**src/rtl/run_ctrl_pkg.sv**
```systemverilog
// Shared types and default constants for the run-control sequencer.
package run_ctrl_pkg;

  typedef enum logic [1:0] {
    IDLE = 2'd0,
    INIT = 2'd1,
    RUN  = 2'd2,
    DONE = 2'd3
  } run_state_t;

  localparam logic [8:0] HALT_CODE_DEF = 9'h1FF;
  localparam int         END_ADDR_DEF  = 128;

endpackage

```
**src/rtl/run_ctrl_sat_counter.sv**
```systemverilog
// Saturating up-counter with synchronous clear; max flags the all-ones value.
module sat_counter #(
  parameter int W = 16
) (
  input  logic         clk,
  input  logic         reset,
  input  logic         clr,
  input  logic         en,
  output logic [W-1:0] q,
  output logic         max
);

  logic [W-1:0] r_q;

  // NOTE: sequential state uses non-blocking assignments so every flop samples pre-edge values.
  always_ff @(posedge clk) begin
    if (reset) begin
      r_q <= '0;
    end else if (clr) begin
      r_q <= '0;
    end else if (en && !max) begin
      r_q <= r_q + W'(1);
    end
  end

  assign q   = r_q;
  assign max = &r_q;

endmodule

```
**src/rtl/run_ctrl.sv**
```systemverilog
// Run-control sequencer: holds the core in reset during load, runs it, and
// stops it on end address, halt instruction or cycle-budget exhaustion.
module run_ctrl
  import run_ctrl_pkg::*;
#(
  parameter int         D         = 12,
  parameter int         END_ADDR  = END_ADDR_DEF,
  parameter logic [8:0] HALT_CODE = HALT_CODE_DEF,
  parameter int         INIT_CYC  = 2,
  parameter int         CW        = 16
) (
  input  logic          clk,
  input  logic          reset,
  input  logic          start,
  input  logic [D-1:0]  prog_ctr,
  input  logic [8:0]    mach_code,
  output logic          core_reset,
  output logic          core_en,
  output logic          busy,
  output logic          done,
  output logic          timeout,
  output logic [CW-1:0] cycle_cnt
);

  localparam logic [3:0]   INIT_LOAD = 4'(INIT_CYC - 1);
  localparam logic [D-1:0] END_PC    = D'(END_ADDR);

  run_state_t r_state;
  run_state_t w_state_nxt;
  logic       r_start_q;
  logic [3:0] r_init_cnt;
  logic       r_timeout;
  logic       w_start_p;
  logic       w_launch;
  logic       w_hit;
  logic       w_cnt_max;
  logic       w_in_run;

  assign w_start_p = start & ~r_start_q;
  assign w_launch  = w_start_p & ((r_state == IDLE) | (r_state == DONE));
  assign w_hit     = (prog_ctr == END_PC) | (mach_code == HALT_CODE);
  assign w_in_run  = (r_state == RUN);

  always_ff @(posedge clk) begin
    if (reset) begin
      r_start_q <= 1'b0;
      r_state   <= IDLE;
    end else begin
      r_start_q <= start;
      r_state   <= w_state_nxt;
    end
  end

  // NOTE: every always_comb output gets a default first, so no path can infer a latch.
  always_comb begin
    w_state_nxt = r_state;
    case (r_state)
      IDLE:    if (w_start_p) w_state_nxt = INIT;
      INIT:    if (r_init_cnt == 4'd0) w_state_nxt = RUN;
      RUN:     if (w_hit || w_cnt_max) w_state_nxt = DONE;
      DONE:    if (w_start_p) w_state_nxt = INIT;
      default: w_state_nxt = IDLE;
    endcase
  end

  // Halt wins over budget exhaustion, so timeout is only set when no hit is present.
  always_ff @(posedge clk) begin
    if (reset) begin
      r_init_cnt <= 4'd0;
      r_timeout  <= 1'b0;
    end else if (w_launch) begin
      r_init_cnt <= INIT_LOAD;
      r_timeout  <= 1'b0;
    end else begin
      if (r_state == INIT && r_init_cnt != 4'd0) begin
        r_init_cnt <= r_init_cnt - 4'd1;
      end
      if (w_in_run && !w_hit && w_cnt_max) begin
        r_timeout <= 1'b1;
      end
    end
  end

  always_comb begin
    core_reset = 1'b1;
    core_en    = 1'b0;
    busy       = 1'b0;
    done       = 1'b0;
    case (r_state)
      IDLE: core_reset = 1'b1;
      INIT: busy = 1'b1;
      RUN: begin
        core_reset = 1'b0;
        busy       = 1'b1;
        core_en    = ~w_hit & ~w_cnt_max;
      end
      DONE: begin
        core_reset = 1'b0;
        done       = 1'b1;
      end
      default: core_reset = 1'b1;
    endcase
  end

  sat_counter #(
    .W (CW)
  ) u_cycle_cnt (
    .clk   (clk),
    .reset (reset),
    .clr   (w_launch),
    .en    (core_en),
    .q     (cycle_cnt),
    .max   (w_cnt_max)
  );

  assign timeout = r_timeout;

endmodule
```
**config.mk**
```make
export PLATFORM = sky130hd
export DESIGN_NAME = run_ctrl
export DESIGN_NICKNAME = d
export VERILOG_FILES = /design/src/rtl/run_ctrl_pkg.sv /design/src/rtl/run_ctrl_sat_counter.sv /design/src/rtl/run_ctrl.sv
export SDC_FILE = /design/constraint.sdc
export NUM_CORES = 1
export LEC_CHECK = 0
export CAP_MARGIN = 5
export CORE_UTILIZATION = 35
export DETAILED_ROUTE_END_ITERATION = 8
export GPL_TIMING_DRIVEN = 1
export SLEW_MARGIN = 20
export SYNTH_ARGS = -nofsm -noshare
export SYNTH_HDL_FRONTEND = slang
export SYNTH_HIERARCHICAL = 1
export SYNTH_SLANG_ARGS = --single-unit
```
**constraint.sdc**
```tcl
create_clock -name clk -period 3.3 [get_ports clk]
set_clock_uncertainty 0.15 [all_clocks]
set_input_delay 0.33 -clock clk [delete_from_list [all_inputs] [get_ports clk]]
set_output_delay 0.33 -clock clk [all_outputs]
set_load 0.05 [all_outputs]
```
* Yosys cells after proc, flatten, opt, wreduce, memory -nomap -nowiden
Cells that the tools add are included.
** Storage, ports and cells
- Register bits after elaboration :: 24
- Bits of input ports :: 24
- Output and inout port bits :: 21
- Logic and storage cells :: 51
** Operators by class
- Add/subtract/negate cells :: 2
- Equal/unequal tests :: 8
- Multiplexer cells :: 10
- Bitwise operators :: 8
- Reductions and logical operators :: 17
** Operator list (count)
- adder 16 x 1 -> 16 bit, second input constant :: 1
- AND reduction 16 bit :: 1
- equality test 12 x 8 -> 1 bit, second input constant :: 1
- equality test 9 bit, second input constant :: 1
- OR reduction 2 bit :: 4
- 2-to-1 mux 1 bit :: 6
- 2-to-1 mux 2 bit :: 3
- one-hot mux 2 bit (3 select lines) :: 1
- equality test 2 bit, second input constant :: 2
- logical AND 1 bit :: 4
- zero test 4 bit :: 1
- != test 2 x 1 -> 1 bit, second input constant :: 2
- nonzero test 4 bit :: 1
- subtractor 4 x 1 -> 4 bit, second input constant :: 1
- AND 1 bit :: 3
- NOT 1 bit :: 3
- AND reduction 3 bit :: 1
- equality test 2 x 1 -> 1 bit, second input constant :: 1
- zero test 1 bit :: 2
- zero test 2 bit :: 1
- != test 2 bit, second input constant :: 1
- bitwise OR 1 bit :: 2
- nonzero test 2 bit :: 1
- logical OR 1 bit :: 1

* Depth between registers and ports, before layout
Gate-level depths: netlist (run 1).
- Word-level depth :: 6
- Mapped depth :: 10
- Mapped depth without buffers :: 9

* Modules after synthesis
The synthesis (run 1) kept the hierarchy.
** By module, submodules not included
- sat_counter :: times used 1, cells each 97, area an instance 830.8 um2
- run_ctrl :: times used 1, cells each 58, area an instance 493.0 um2

* Worst setup path before layout (run 1)
No wires, ideal clock.
- Path kind :: register -> register
- Start :: register u_cycle_cnt.r_q[0] (netlist: u_cycle_cnt/q[0])
- End :: register u_cycle_cnt.r_q[15] (netlist: u_cycle_cnt/q[15])
- Arrival time :: 3.112 ns
- Path slack :: -0.032 ns
- Stages on the path, launching flop included :: 11
- Clock period less this slack :: 3.332 ns
- Path through :: dfxtp_1 ha_1 nand4_1 nor4_2 inv_1 and3_1 nand4_1 or3_1 clkbuf_2 or4_1 a21oi_1
** Between the ends
- Cells in the longest elaborated chain, start to end :: 5
** RTL lines
- start, declared :: line run_ctrl_sat_counter.sv:13 : logic [W-1:0] r_q;
- start signal, assigned :: line run_ctrl_sat_counter.sv:22 : r_q <= r_q + W'(1);
- AND reduction 16 bit :: line run_ctrl_sat_counter.sv:27 : assign max = &r_q;
- net w_cnt_max :: line run_ctrl.sv:36 : logic w_cnt_max;
- NOT 1 bit :: line run_ctrl.sv:95 : core_en = ~w_hit & ~w_cnt_max;
- AND 1 bit :: line run_ctrl.sv:95
- 2-to-1 mux 1 bit :: line run_ctrl.sv:89 : case (r_state)
- net core_en :: line run_ctrl.sv:18 : output logic core_en,
- logical AND 1 bit :: line run_ctrl_sat_counter.sv:21 : end else if (en && !max) begin
The timed path passes the listed nets, and every way through them passes these cells.
A chain may end at the register's enable or synchronous reset.

* Final worst setup path (run 1)
- Start :: register u_cycle_cnt.r_q[0] (netlist: u_cycle_cnt/q[0])
- End :: register u_cycle_cnt.r_q[15] (netlist: u_cycle_cnt/q[15])
** Between the ends
- Cells in the longest elaborated chain, start to end :: 5
** RTL lines (line)
- AND reduction 16 bit (*) :: run_ctrl_sat_counter.sv:27
- net w_cnt_max :: run_ctrl.sv:36
- NOT 1 bit :: run_ctrl.sv:95
- AND 1 bit :: run_ctrl.sv:95
- 2-to-1 mux 1 bit :: run_ctrl.sv:89
- logical AND 1 bit (*) :: run_ctrl_sat_counter.sv:21
The timed path passes the listed nets; every way through them passes the cells marked *.

==> results of run 1 <==
==> metal layers <==
layer,GRT usage,vias to the layer above,share of wire
met1,0.206,617,0.43
met3,0.0254,7,0.052
met4,0.0881,0,0.026
li1,-,666,-
met2,0.306,48,0.49
met5,0,-,0
==> cells by family (layout without fill, tap and decap cells) <==
logic type | after synthesis | count (layout) | share of synthesized area
compound gates | 30 | 30 | 0.164
xor+xnor | 5 | 5 | 0.0331
fa+ha+maj | 6 | 6 | 0.0567
buf+inv | 15 | 61 | 0.0577
flops | 24 | 24 | 0.363
mux | 2 | 2 | 0.0161
simple gates | 73 | 73 | 0.309
==> power by group through the flow <==
stage | sequential [µW] | combinational [µW] | clock (µW)
4_1_cts | 348 | 482 | 209
5_1_grt | 353 | 523 | 220
6_report | 348 | 480 | 203
3_5_place_dp | 354 | 480 | 0
3_3_place_gp | 353 | 467 | 0
2_1_floorplan | 368 | 332 | 0
==> metrics by stage <==
step | utilization | cell area (µm²) | std cells | total power [µW]
floorplan | - | 1330 | 155 | 700
global placement | 0.519 | 1800 | 243 | 820
detailed placement | 0.519 | 1800 | 243 | 834
CTS | 0.535 | 1860 | 247 | 1040
global route | 0.535 | 1860 | 247 | 1100
finish | 0.535 | 1860 | 247 | 1030
==> state kept, by name, summed over array words and instances, names as in the netlist <==
register and cells:
timeout 1, r_init_cnt 4, r_state 2, r_start_q 1, u_cycle_cnt/q 16
==> critical path: stages (launching register included) <==
cell     delay, ns
dfxtp_1       0.36
ha_1          0.26
nand4_1       0.13
nor4_2        0.06
buf_4         0.16
inv_1         0.07
and3_2        0.27
nand4_1       0.15
or3_1         0.44
or4_1         0.49
a21oi_1       0.14
==> area by class of cell <==
type                            instances  area, µm²  share of cell area
Tap cell                               46       57.6              0.0310
Clock buffer                            4       55.1              0.0297
Sequential cell                        24        480               0.259
Inverter                               11       41.3              0.0223
Timing Repair Buffer                   46        453               0.244
Multi-Input combinational cell        116        768               0.414
==> placed cells by master (no fill, tap or decap), types with 2 or more instances in the layout <==
master and count:
a211oi_1 2, a21oi_1 8, a31oi_1 4, and3_1 2
buf_4 3, clkbuf_8 4, clkdlybuf4s50_1 43, dfxtp_1 24
ha_1 6, inv_1 11, nand2_1 10, nand3_1 8
nand4_1 8, nor2_1 16, nor2b_1 2, nor3_1 4
nor4_1 3, o21ai_0 5, o31ai_1 4, or2_2 2
or3_1 5, or4_1 4, xnor2_1 2, xor2_1 3
==> path summary, 6_finish.rpt <==
kind | from | endpoint | slack, ns | cells after the start
setup / recovery | u_cycle_cnt/q[0] | u_cycle_cnt/q[15] | 0.53 | 10
hold / removal | timeout | timeout | 0.34 | 2
setup reg to reg | u_cycle_cnt/q[0] | u_cycle_cnt/q[15] | 0.53 | 10
hold reg to reg | timeout | timeout | 0.34 | 2
==> run_results.csv, run 1 <==
group,metric,value,unit
final_layout,fillers,349,
global_route,grt_pass1_vias,1303,
drt,wirelength,3180,µm
die,num_rows,21,
flow_run,maxCapViolCount,0,
die,coreArea,3470,µm²
timing,finalCritPeriodShare,0.839,
synth,synth_largest_area_cell,"dfxtp_1",
global_route,grt_remaining_overflow,0,
critical_path,cp-start-kind,"register",
timing,fmax,361,MHz
synth,yosys_most_used_dff,"dfxtp_1",
timing,min_period,2.77,ns
run_status,status,"complete, no violations",
drt,drtIter0Drc,69,
cts,cts_buffer_depth,2,
power_and_ir_drop,power_density,556,nW/µm²
final_layout,nNetsFinal,232,
critical_path,end_kind,"register",
timing,setup_tns,0,ns
synth,yosysSeqAreaShare,0.363,
power_and_ir_drop,netSwitchingFraction,0.402,
synth,async_flop_share,0,
critical_path,cp.arrival,2.82,ns
cts,clkSlewWorstSetupHoldPaths,0.09,ns
die,die_x,63.5,µm
cts,h-tree-depth,1,
drt,wl_per_cell,12.9,µm
synth,ys_ff_latch,24,
synth,syn-num-nets,185,
timing,worstMarginPinSlew,0.651,ns
global_route,antenna_found_initial,0,
synth,synth_top_area_frac,0.363,
global_route,grt_max_degree,14,
critical_path,critPathMaxFanout,8,
drt,drc,0,
synth,synth.avg_cell_area,8.54,µm²
drt,viasPerCell,5.42,
die,die_height,63.5,µm
die,initial_utilization,0.382,
power_and_ir_drop,power.switching,415,µW
synth,ys_types,41,
placement,gp_congestion,0.848,
timing,final-hold-violation-count,0,
cts,cts.sinks,24,
cts,clkLatencyLatePin,0.27,ns
drt,drt.antenna.violating_nets,0,
critical_path,critPathRequiredTime,3.36,ns
global_route,grt_usage,0.175,
die,io_pins,45,
timing,drv_slew,0,
power_and_ir_drop,p_int,617,µW
power_and_ir_drop,p_leak,0.000645,µW
timing,hold_ws,0.344,ns
cts,cts_tree,"done",
synth,synth_cells,155,
final_layout,drive_above_1_share,0.0796,
synth,synth_edf_count,0,
synth,ys_top_cells_by_area,"dfxtp_1, ha_1, nor2_1",
cts,postCtsSetupRepairBufs,0,
placement,dpl_worst_slack,0.345,ns
cts,cts-root-buf,"clkbuf_8",
cts,cts_resized,0,
drt,vias,1338,
synth,syn_area,1320,µm²
hold_path,hp-class,"reg2reg",
synth,yosysMostFrequentCell,"dfxtp_1",
power_and_ir_drop,ir_worst_vdd,0.480,mV
global_route,grt_pass1_wl,5640,µm
timing,rsz0062_at_grt,"no",
power_and_ir_drop,p_clk_frac,0.197,
placement,dp_hpwl,2510,µm
cts,cts_hold_buf,0,
synth,yosys_warnings,6,
critical_path,crit_type,"reg2reg",
drt,drtPass1Iterations,5,
final_layout,diodes,0,
power_and_ir_drop,p_seq_frac,0.338,
synth,synthTopCellsByCount,"dfxtp_1, nor2_1, inv_1",
timing,setup_violations,0,
timing,slew_headroom,0.563,
final_layout,area_growth_syn_to_layout,40.2,%
timing,setup_ws,0.533,ns
power_and_ir_drop,combPwrFrac,0.465,
cts,cts_buffers,3,
placement,io_buffers,44,
die,die-area,4030,µm²
Note: power is estimated with default switching activity, not from simulation.
==> run 2: changes to the inputs <==
Settings changed: PLACE_DENSITY from default to 0.67.
Clock period 3.3 ns to 2.3 ns, I/O delays scaled along.
==> run_results.csv, run 2 (synthesis results as in run 1) <==
group,metric,value,unit
critical_path,critPathMaxFanout,6,
drt,drc,0,
power_and_ir_drop,p_leak,0.000759,µW
die,num_rows,21,
cts,cts_buffer_depth,2,
drt,viasPerCell,5.31,
final_layout,nNetsFinal,250,
cts,clkSlewWorstSetupHoldPaths,0.08,ns
drt,drtIter0Drc,59,
drt,drt.antenna.violating_nets,0,
cts,cts.sinks,24,
run_status,status,"complete, no violations",
timing,rsz0062_at_grt,"yes",
drt,wirelength,3610,µm
timing,setup_violations,0,
critical_path,crit_type,"reg2reg",
timing,finalCritPeriodShare,0.973,
global_route,grt_max_degree,14,
cts,clkLatencyLatePin,0.26,ns
timing,worstMarginPinSlew,0.632,ns
drt,vias,1407,
die,die_x,63.5,µm
placement,dpl_cell_area,1980,µm²
final_layout,final_common_cell,"clkdlybuf4s50_1",
final_layout,final_area,2090,µm²
drt,drtPass1Iterations,4,
placement,io_buffers,44,
final_layout,layout_common_cells,"clkdlybuf4s50_1, buf_4, nor2_1",
die,initial_utilization,0.382,
global_route,grt_remaining_overflow,0,
critical_path,cp.arrival,2.23,ns
die,die_height,63.5,µm
final_layout,drive_above_1_share,0.288,
timing,drv_slew,0,
critical_path,cp-start-kind,"register",
cts,cts_buffers,3,
drt,wl_per_cell,13.6,µm
timing,slew_headroom,0.575,
hold_path,hp-class,"reg2reg",
power_and_ir_drop,ir_worst_vdd,0.826,mV
global_route,grt_pass1_vias,1369,
global_route,grt_pass1_wl,5750,µm
global_route,grt_usage,0.176,
critical_path,critPathRequiredTime,2.30,ns
final_layout,diodes,0,
power_and_ir_drop,power_density,726,nW/µm²
global_route,gr-usage-met1,0.205,
global_route,grt_busiest_layer,"met2",
flow_run,maxCapViolCount,0,
timing,min_period,2.24,ns
cts,cts_tree,"done",
global_route,use_met3,0.0380,
timing,fmax,447,MHz
final_layout,area_growth_syn_to_layout,57.6,%
final_layout,largest_reg_flops,16,
critical_path,end_kind,"register",
global_route,antenna_found_initial,0,
cts,cts_hold_buf,0,
global_route,use_met2,0.327,
placement,dp_hpwl,2740,µm
placement,gp_congestion,0.796,
die,die-area,4030,µm²
final_layout,finish.utilization,0.601,
cts,h-tree-depth,1,
cts,cts-root-buf,"clkbuf_8",
timing,final-hold-violation-count,0,
die,io_pins,45,
die,coreArea,3470,µm²
## run 2: cell count changes in the layout (fill, tap and decap cells not counted), sizes merged
cell           previous run  this run
buf                       3        22
clkbuf                    4         3
clkinv                    0         1
clkdlybuf4s50            43        42
## run 2: repair_timing
action | 4_1_cts | 5_1_grt
gates resized for setup | 1 | 12
pin swaps | 0 | 4
endpoints found under the setup margin | 3 | 7
buffers inserted | 0 | 1
## run 2: power by group
part,switching (µW),internal [µW]
clock network,135,119
logic,442,325
registers,32.6,460
## run 2: worst paths after layout
kind	from	end	slack [ns]	cells past startpoint
max	u_cycle_cnt/q[1]	u_cycle_cnt/q[15]	0.06	10
min reg2reg	timeout	timeout	0.33	2
min	timeout	timeout	0.33	2
max reg2reg	u_cycle_cnt/q[1]	u_cycle_cnt/q[15]	0.06	10
## run 2: per-layer routing
layer	share of wire	wire length, µm	vias to the layer above
li1	-	-	702
met1	0.42	1520	650
met2	0.51	1850	51
met3	0.058	209	4
met4	0.0086	31	0
met5	0	0	-
## run 2: cell type report
type / count / area, µm²
multi-input combinational: 116 / 848
timing repair buffer: 64 / 586
tap: 46 / 57.6
fill: 319 / 1380
sequential: 24 / 508
clock buffer: 3 / 41.3
inverter: 11 / 41.3
clock inverter: 1 / 3.75
## run 2: worst max-delay path: stages, from the launching register on
cell	delay (ns)
dfxtp_4	0.36
ha_4	0.16
nand4_1	0.15
nor4_4	0.05
inv_1	0.08
and3_4	0.18
nand4_1	0.09
or3_4	0.38
buf_4	0.16
o31ai_2	0.27
a21oi_2	0.09
## run 2: per-stage QoR
stage	setup WS (ns)	cells	TNS [ns]	power, µW	hold slack, ns
floorplan	-0.411	155	-2.20	1020	0.149
global placement	-0.181	260	-0.867	1240	0.306
global route	-0.0363	265	-0.0855	1600	0.368
CTS	0.0128	264	0	1520	0.332
finish	0.0623	265	0	1510	0.326
detailed placement	-0.220	260	-1.05	1260	0.311
==> run 3: changes to the inputs <==
Settings changed: GPL_ROUTABILITY_DRIVEN from default to 0.
==> results of run 3 <==
The final DEF is identical to that of run 2; final timing and power are the same.
